**src/rtl/mem_arbiter.sv**
```systemverilog
// mem_arbiter: serialises two request/ack masters onto one synchronous-read RAM port.
// Define MEM_ARBITER_ROUND_ROBIN_EN for round-robin tie-break; otherwise requester 0 wins ties.
module mem_arbiter #(
  parameter int              AW      = 16,
  parameter int              DW      = 16,
  parameter int              DEPTH   = 256,
  parameter logic [DW-1:0]   BADDATA = 'h0599
) (
  input  logic          clk,
  input  logic          reset,
  input  logic          r0_req,
  input  logic          r0_we,
  input  logic [AW-1:0] r0_addr,
  input  logic [DW-1:0] r0_wdata,
  output logic          r0_ack,
  output logic [DW-1:0] r0_rdata,
  output logic          r0_err,
  input  logic          r1_req,
  input  logic          r1_we,
  input  logic [AW-1:0] r1_addr,
  input  logic [DW-1:0] r1_wdata,
  output logic          r1_ack,
  output logic [DW-1:0] r1_rdata,
  output logic          r1_err,
  output logic          mem_en,
  output logic          mem_we,
  output logic [AW-1:0] mem_addr,
  output logic [DW-1:0] mem_wdata,
  input  logic [DW-1:0] mem_rdata,
  output logic          busy,
  output logic          grant_id
);

  localparam logic [1:0] S_IDLE    = 2'd0;
  localparam logic [1:0] S_ACCESS  = 2'd1;
  localparam logic [1:0] S_CAPTURE = 2'd2;
  localparam logic [1:0] S_ACK     = 2'd3;

  localparam logic [AW:0] DEPTH_LIM = (AW+1)'(DEPTH);

  logic [1:0]    state_q, state_d;
  logic          grant_q, we_q, in_range_q;
  logic          mem_en_q, mem_we_q;
  logic [AW-1:0] mem_addr_q;
  logic [DW-1:0] mem_wdata_q;
  logic          ack0_q, ack1_q, err0_q, err1_q;
  logic [DW-1:0] rdata0_q, rdata1_q;

  logic          req_any, tie_win, win_d, win_we, win_in_range;
  logic [AW-1:0] win_addr;
  logic [DW-1:0] win_wdata;

`ifdef MEM_ARBITER_ROUND_ROBIN_EN
  logic last_grant_q;
  assign tie_win = ~last_grant_q;
`else
  assign tie_win = 1'b0;
`endif

  always_comb begin
    req_any      = r0_req | r1_req;
    win_d        = r0_req ? (r1_req & tie_win) : 1'b1;
    win_we       = win_d ? r1_we    : r0_we;
    win_addr     = win_d ? r1_addr  : r0_addr;
    win_wdata    = win_d ? r1_wdata : r0_wdata;
    win_in_range = {1'b0, win_addr} < DEPTH_LIM;
  end

  always_comb begin
    state_d = state_q;
    case (state_q)
      S_IDLE:    if (req_any) state_d = S_ACCESS;
      S_ACCESS:  state_d = S_CAPTURE;
      S_CAPTURE: state_d = S_ACK;
      S_ACK:     state_d = S_IDLE;
      default:   state_d = S_IDLE;
    endcase
  end

  always_ff @(posedge clk) begin
    if (reset) begin
      state_q     <= S_IDLE;
      grant_q     <= 1'b0;
      we_q        <= 1'b0;
      in_range_q  <= 1'b0;
      mem_en_q    <= 1'b0;
      mem_we_q    <= 1'b0;
      mem_addr_q  <= '0;
      mem_wdata_q <= '0;
      ack0_q      <= 1'b0;
      ack1_q      <= 1'b0;
      err0_q      <= 1'b0;
      err1_q      <= 1'b0;
      rdata0_q    <= '0;
      rdata1_q    <= '0;
`ifdef MEM_ARBITER_ROUND_ROBIN_EN
      last_grant_q <= 1'b1;
`endif
    end else begin
      state_q  <= state_d;
      // strobes are single-cycle unless a state below raises them
      mem_en_q <= 1'b0;
      mem_we_q <= 1'b0;
      ack0_q   <= 1'b0;
      ack1_q   <= 1'b0;
      case (state_q)
        S_IDLE: begin
          if (req_any) begin
            grant_q     <= win_d;
            we_q        <= win_we;
            in_range_q  <= win_in_range;
            mem_en_q    <= win_in_range;
            mem_we_q    <= win_in_range & win_we;
            mem_addr_q  <= win_addr;
            mem_wdata_q <= win_wdata;
          end
        end
        S_CAPTURE: begin
          if (grant_q) begin
            if (!we_q) rdata1_q <= in_range_q ? mem_rdata : BADDATA;
            err1_q <= ~in_range_q;
            ack1_q <= 1'b1;
          end else begin
            if (!we_q) rdata0_q <= in_range_q ? mem_rdata : BADDATA;
            err0_q <= ~in_range_q;
            ack0_q <= 1'b1;
          end
        end
        S_ACK: begin
`ifdef MEM_ARBITER_ROUND_ROBIN_EN
          last_grant_q <= grant_q;
`endif
        end
        default: ;
      endcase
    end
  end

  assign r0_ack    = ack0_q;
  assign r1_ack    = ack1_q;
  assign r0_err    = err0_q;
  assign r1_err    = err1_q;
  assign r0_rdata  = rdata0_q;
  assign r1_rdata  = rdata1_q;
  assign mem_en    = mem_en_q;
  assign mem_we    = mem_we_q;
  assign mem_addr  = mem_addr_q;
  assign mem_wdata = mem_wdata_q;
  assign busy      = (state_q != S_IDLE);
  assign grant_id  = grant_q;

endmodule
```
**config.mk**
```make
export PLATFORM = sky130hd
export DESIGN_NAME = mem_arbiter
export DESIGN_NICKNAME = d
export VERILOG_FILES = /design/src/rtl/mem_arbiter.sv
export SDC_FILE = /design/constraint.sdc
export NUM_CORES = 1
export LEC_CHECK = 0
export BUFFER_PORTS_ARGS = -buffer_cell sky130_fd_sc_hd__buf_4
export CAP_MARGIN = 5
export CORE_MARGIN = 10
export CORE_UTILIZATION = 46
export DETAILED_ROUTE_END_ITERATION = 6
export PLACE_DENSITY = 0.93
export SLEW_MARGIN = 10
export SYNTH_ARGS = -nofsm -noshare
export SYNTH_HDL_FRONTEND = slang
export SYNTH_SLANG_ARGS = --single-unit
```
**constraint.sdc**
```tcl
create_clock -name clk -period 2.8 [get_ports clk]
set_input_delay 0 -clock clk [delete_from_list [all_inputs] [get_ports clk]]
set_output_delay 0 -clock clk [all_outputs]
set_load 0.005 [all_outputs]
```
After elaboration in Yosys (flattened, before gate mapping)
Index checks and enable logic that the tools add are counted.
{"block": "totals", "inputBits": 86, "output_inout_bits": 72, "word_cells": 45, "reg_bits": 75}
{"block": "classes", "n_reduce_logical": 9, "order_cmp": 1, "bitwise_logic": 8, "eq_ne": 4, "muxes": 9}
{"operator": "$mux W16", "n": 3}
{"operator": "$lt A16 B9 Y1 const B", "n": 1}
{"operator": "$pmux W2 S4", "n": 1}
{"operator": "$not A1 Y1", "n": 6}
{"operator": "$reduce_and A2 Y1", "n": 3}
{"operator": "$reduce_and A3 Y1", "n": 2}
{"operator": "$eq A2 B2 Y1 const B", "n": 2}
{"operator": "$mux W1", "n": 4}
{"operator": "$reduce_or A3 Y1", "n": 1}
{"operator": "$eq A2 B1 Y1 const B", "n": 1}
{"operator": "$logic_not A2 Y1", "n": 1}
{"operator": "$mux W2", "n": 1}
{"operator": "$ne A2 B2 Y1 const B", "n": 1}
{"operator": "$reduce_bool A2 Y1", "n": 1}
{"operator": "$reduce_or A2 Y1", "n": 1}
{"operator": "$and A1 B1 Y1", "n": 1}
{"operator": "$or A1 B1 Y1", "n": 1}

Depth between registers and ports, before layout
{"block": "depth", "depth_word": 3, "mapped_depth": 8, "ltp_nobuf": 6}

Worst setup path before layout
No wires, ideal clock.
{"block": "synth_timing", "kind": "reg-to-reg", "startpoint": "register state_q[0]", "endpoint": "register we_q", "setup_ns": 0.086, "setup_slack_ns": 1.360, "synth_period_minus_slack_ns": 1.440, "path_buffers": 2, "stages_incl_launch_ff": 9, "t_arrival_ns": 1.355, "required_ns": 2.714, "path_cell_list": "dfxtp_1 inv_1 ha_1 inv_1 nor2_1 buf_2 buf_4 nor2_1 a211oi_1"}
{"block": "synth_between", "elab_chain_len": 2}
{"item": "start, declared", "line": "41", "text": "logic [1:0] state_q, state_d;"}
{"item": "start signal, assigned", "line": "100", "text": "state_q <= state_d;"}
{"item": "$logic_not A2 Y1", "line": "106", "text": "case (state_q)"}
{"item": "$reduce_and A2 Y1 (no line)"}
{"item": "end signal, assigned", "line": "110", "text": "we_q <= win_we;"}
{"item": "end, declared", "line": "42", "text": "logic grant_q, we_q, in_range_q;"}
Every way passes these cells.
A chain may end at the register's enable or synchronous reset.

Worst setup path in the final report
{"block": "layout_timing", "startpoint": "register state_q[0]", "endpoint": "register mem_wdata_q[12], in the netlist mem_wdata[12]"}
{"block": "layout_between", "elab_chain_len": 2}
{"item": "$logic_not A2 Y1", "line": "106"}
{"item": "$reduce_and A2 Y1 (no line)"}
{"item": "end signal, assigned", "line": "115", "text": "mem_wdata_q <= win_wdata;"}
{"item": "end, declared", "line": "45", "text": "logic [DW-1:0] mem_wdata_q;"}
Every way passes these cells.

==> impl_results.md <==
* Clock slew at reported path FFs at 80 ps
* Final Cycle Share at 0.6727
* CP Launch Type: register
* CP Data Required Time at 3040 ps
* WHS at 15.05 ps
* CTS hold repair buffers at 10
* Final hold vios at 0
* PwrDens at between 700 and 800 mW/mm2
* Seq cells post-synth at 75
* Critical path depth at 7
* Critical path peak fanout at 43
* Lkg Pwr at 2.065 nW
* H-tree Lvls at 3
* Cell Area, Synth at around 0.0031 mm2
* CTS tree: built
* Vias in the first global route at roughly 3200
* Routability cong. at 0.7275
* Setup TNS at 0 ps
* Clk sinks at 75
* Fin util at 0.7158
* Mapped Cells at roughly 330
* Critical R2R Launch: state_q[0]$_SDFFE_PP0P_
* Slowest stage delay, CP at 440 ps
* Final global-route overflow total at 0
* Cell at the slowest stage of the critical path: nor2_4
* Initial antenna violation count at 0
* Die X at 101.6 um
* Placement-stage cell area at 0.004248 mm2
* Yosys warns at 0
* Starting DRC count in detailed routing at about 150
* RSZ-0062 raised after global routing: no
* Die height at 101.6 um
* CP delay by family, top: simple AND/OR/NAND/NOR gates
* Hold WC Path Type: in2reg
* Post-Synthesis Mean Instance Area at between 9 and 10 um2
* Synthesis-to-finish area growth at 50.08%
* Reg2reg path depth at 7
* Seq/Total Area, Yosys at 0.4902
* Core outline area at between 0.006 and 0.007 mm2
* Share of cells above drive strength 1 at 0.3788
* Largest net degree at the start of global routing at 75
* Ant. Diodes at 0
* Antenna Nets Post-Route at 0
* Post-CTS Resized at 0
* Tmin final at 1884 ps
* Top Ports at 158
* CTS max path bufs at 2
* Worst ir drop on vdd at 0.0005162 V
* Gr usage total at 0.1877
* Synthesized Nets at 422
* Final wirelength at 9909 um
* Worst-Skew Late Latency at 340 ps
* First-pass GRT wire length at 15630 um
* # DRC at 0
* Critical path class: reg2reg
* Num CTS Buffers at 9
* Outcome: complete, no violations
* Maximum clock frequency at between 0.5 and 0.6 GHz
* Initial Utilization at 0.4769
* CP most frequent cell: inv_1
* Max_slew headroom at 0.3725
* Crit. Startpoint: state_q[0]$_SDFFE_PP0P_
* # rows at 29
* DIE AREA at just over 0.01 mm2
* Root buf cell: clkbuf_8
* Hold path depth at 3
* Worst hold path startpoint: mem_rdata[3]
* Port-buffer cells at 157
* Critical Path AT at 2130 ps
* # fillers at 470
* Crit-path cells: inv_1 > ha_1 > inv_1 > nor2_4 > buf_12 > nor2_1 > a211oi_1
* # setup viols final at 0
* Setup Fix Bufs, Post-CTS at 0
* Max cap viols at 0
* Final max-slew violation count at 0
* Vias per Instance at about 5.3
* Final #Nets at 575
* Post-route cell area at 0.004597 mm2
* CP endpoint kind: register
* Netlist cell types at 26
* Via count at around 3000
* Final clock skew at 15.04 ps
* DRT Pass-1 Iters at 4
* Drt wl/cell at around 17 um
* Worst Tran Pin Value at 939.9 ps
* DP HPWL at 7369 um
* Buf/Inv on CP at 3
==> cell usage after synthesis <==
cell,n,share of area
nor4b_4,1,0.0078
dfxtp_1,75,0.49
nand2b_1,3,0.0061
nand3_1,20,0.033
nand2_1,22,0.027
buf_2,10,0.016
nor2_1,56,0.069
clkbuf_1,13,0.016
or4_1,1,0.0025
o21ai_2,2,0.0057
ha_1,3,0.012
buf_1,1,0.0012
mux2_2,1,0.0037
nor2_2,1,0.0020
a21oi_1,22,0.036
nor2b_1,7,0.014
or4_4,1,0.0037
or2_2,1,0.0020
buf_4,4,0.0098
o211ai_2,1,0.0041
mux2i_1,33,0.11
inv_1,4,0.0049
nor3_1,3,0.0049
or4bb_1,1,0.0037
nor4_2,1,0.0041
a211oi_1,46,0.11
==> power breakdown <==
part / leakage (nW) / internal [W] / switching [W]
Combinational: 1.33 / 0.000612 / 0.000626
Clock: 0.118 / 0.000599 / 0.000411
Sequential: 0.614 / 0.00130 / 0.000129
==> tightest hold or removal path: stages <==
cell	delay [ps]
buf_4	80
nor2b_1	40
a211oi_1	180
==> final timing paths <==
| check | end | slack (ps) |
|---|---|---|
| worst max-delay path | mem_wdata[12]$_SDFFE_PP0N_ | 920 |
| worst min-delay path | r1_rdata[3]$_SDFFE_PP0P_ | 20 |
| worst max register to register | mem_wdata[12]$_SDFFE_PP0N_ | 920 |
| worst min register to register | r1_rdata[15]$_SDFFE_PP0P_ | 460 |
==> cell families after synthesis <==
group | count (synthesis) | share of synthesized area
compound gates | 71 | 0.1585
fa+ha+maj | 3 | 0.01226
simple gates | 118 | 0.1793
mux | 34 | 0.1115
buf+inv | 32 | 0.04820
flops | 75 | 0.4902
==> sequential cells by signal, indices dropped and copies added, names as in the netlist <==
name	count
mem_en	1
mem_addr	16
r1_ack	1
mem_wdata	16
mem_we	1
r0_ack	1
r1_err	1
in_range_q	1
we_q	1
r0_err	1
state_q	2
grant_id	1
r0_rdata	16
r1_rdata	16
==> through the flow <==
step,setup WS [ps],instances,total power (W)
3_5_place_dp,926.7,542,0.002694
3_3_place_gp,1070,542,0.002628
4_1_cts,892.6,568,0.003716
2_1_floorplan,1360,333,0.002080
6_report,916.3,568,0.003677
5_1_grt,708.1,568,0.003907
==> layer usage <==
| metal | share of wire | global-route usage |
|---|---|---|
| met5 | 0 | 0 |
| met4 | 0.022 | 0.08251 |
| met3 | 0.089 | 0.06739 |
| met2 | 0.53 | 0.3429 |
| met1 | 0.36 | 0.1873 |
==> cells in the final DEF (no fill, tap or decap) <==
cell	netlist	routed
a211oi_1	46	46
a21oi_1	22	22
buf_12	0	1
buf_4	4	159
bufinv_16	0	3
clkbuf_8	0	9
clkinv_4	0	1
clkinvlp_4	0	2
dfxtp_1	75	75
dlygate4sd3_1	0	10
ha_1	3	3
inv_1	4	4
inv_8	0	1
mux2_2	1	1
mux2i_1	33	33
nand2_1	22	22
nand2b_1	3	3
nand3_1	20	20
nor2_1	56	55
nor2_2	1	1
nor2_4	0	1
nor2b_1	7	7
nor3_1	3	3
nor4_2	1	1
nor4b_4	1	1
o211ai_2	1	1
o21ai_2	2	2
or2_2	1	1
or4_1	1	1
or4_4	1	1
or4bb_1	1	1
==> final cells by class <==
type,instances,area (um2),area share
Tap cell,77,96.34,0.02096
Multi-Input combinational cell,226,1421,0.3092
Clock buffer,9,123.9,0.02695
Clock inverter,7,125.1,0.02722
Timing Repair Buffer,170,1314,0.2858
Inverter,4,15.01,0.003266
Sequential cell,75,1501,0.3266
Note: power is estimated with default switching activity, not from simulation.
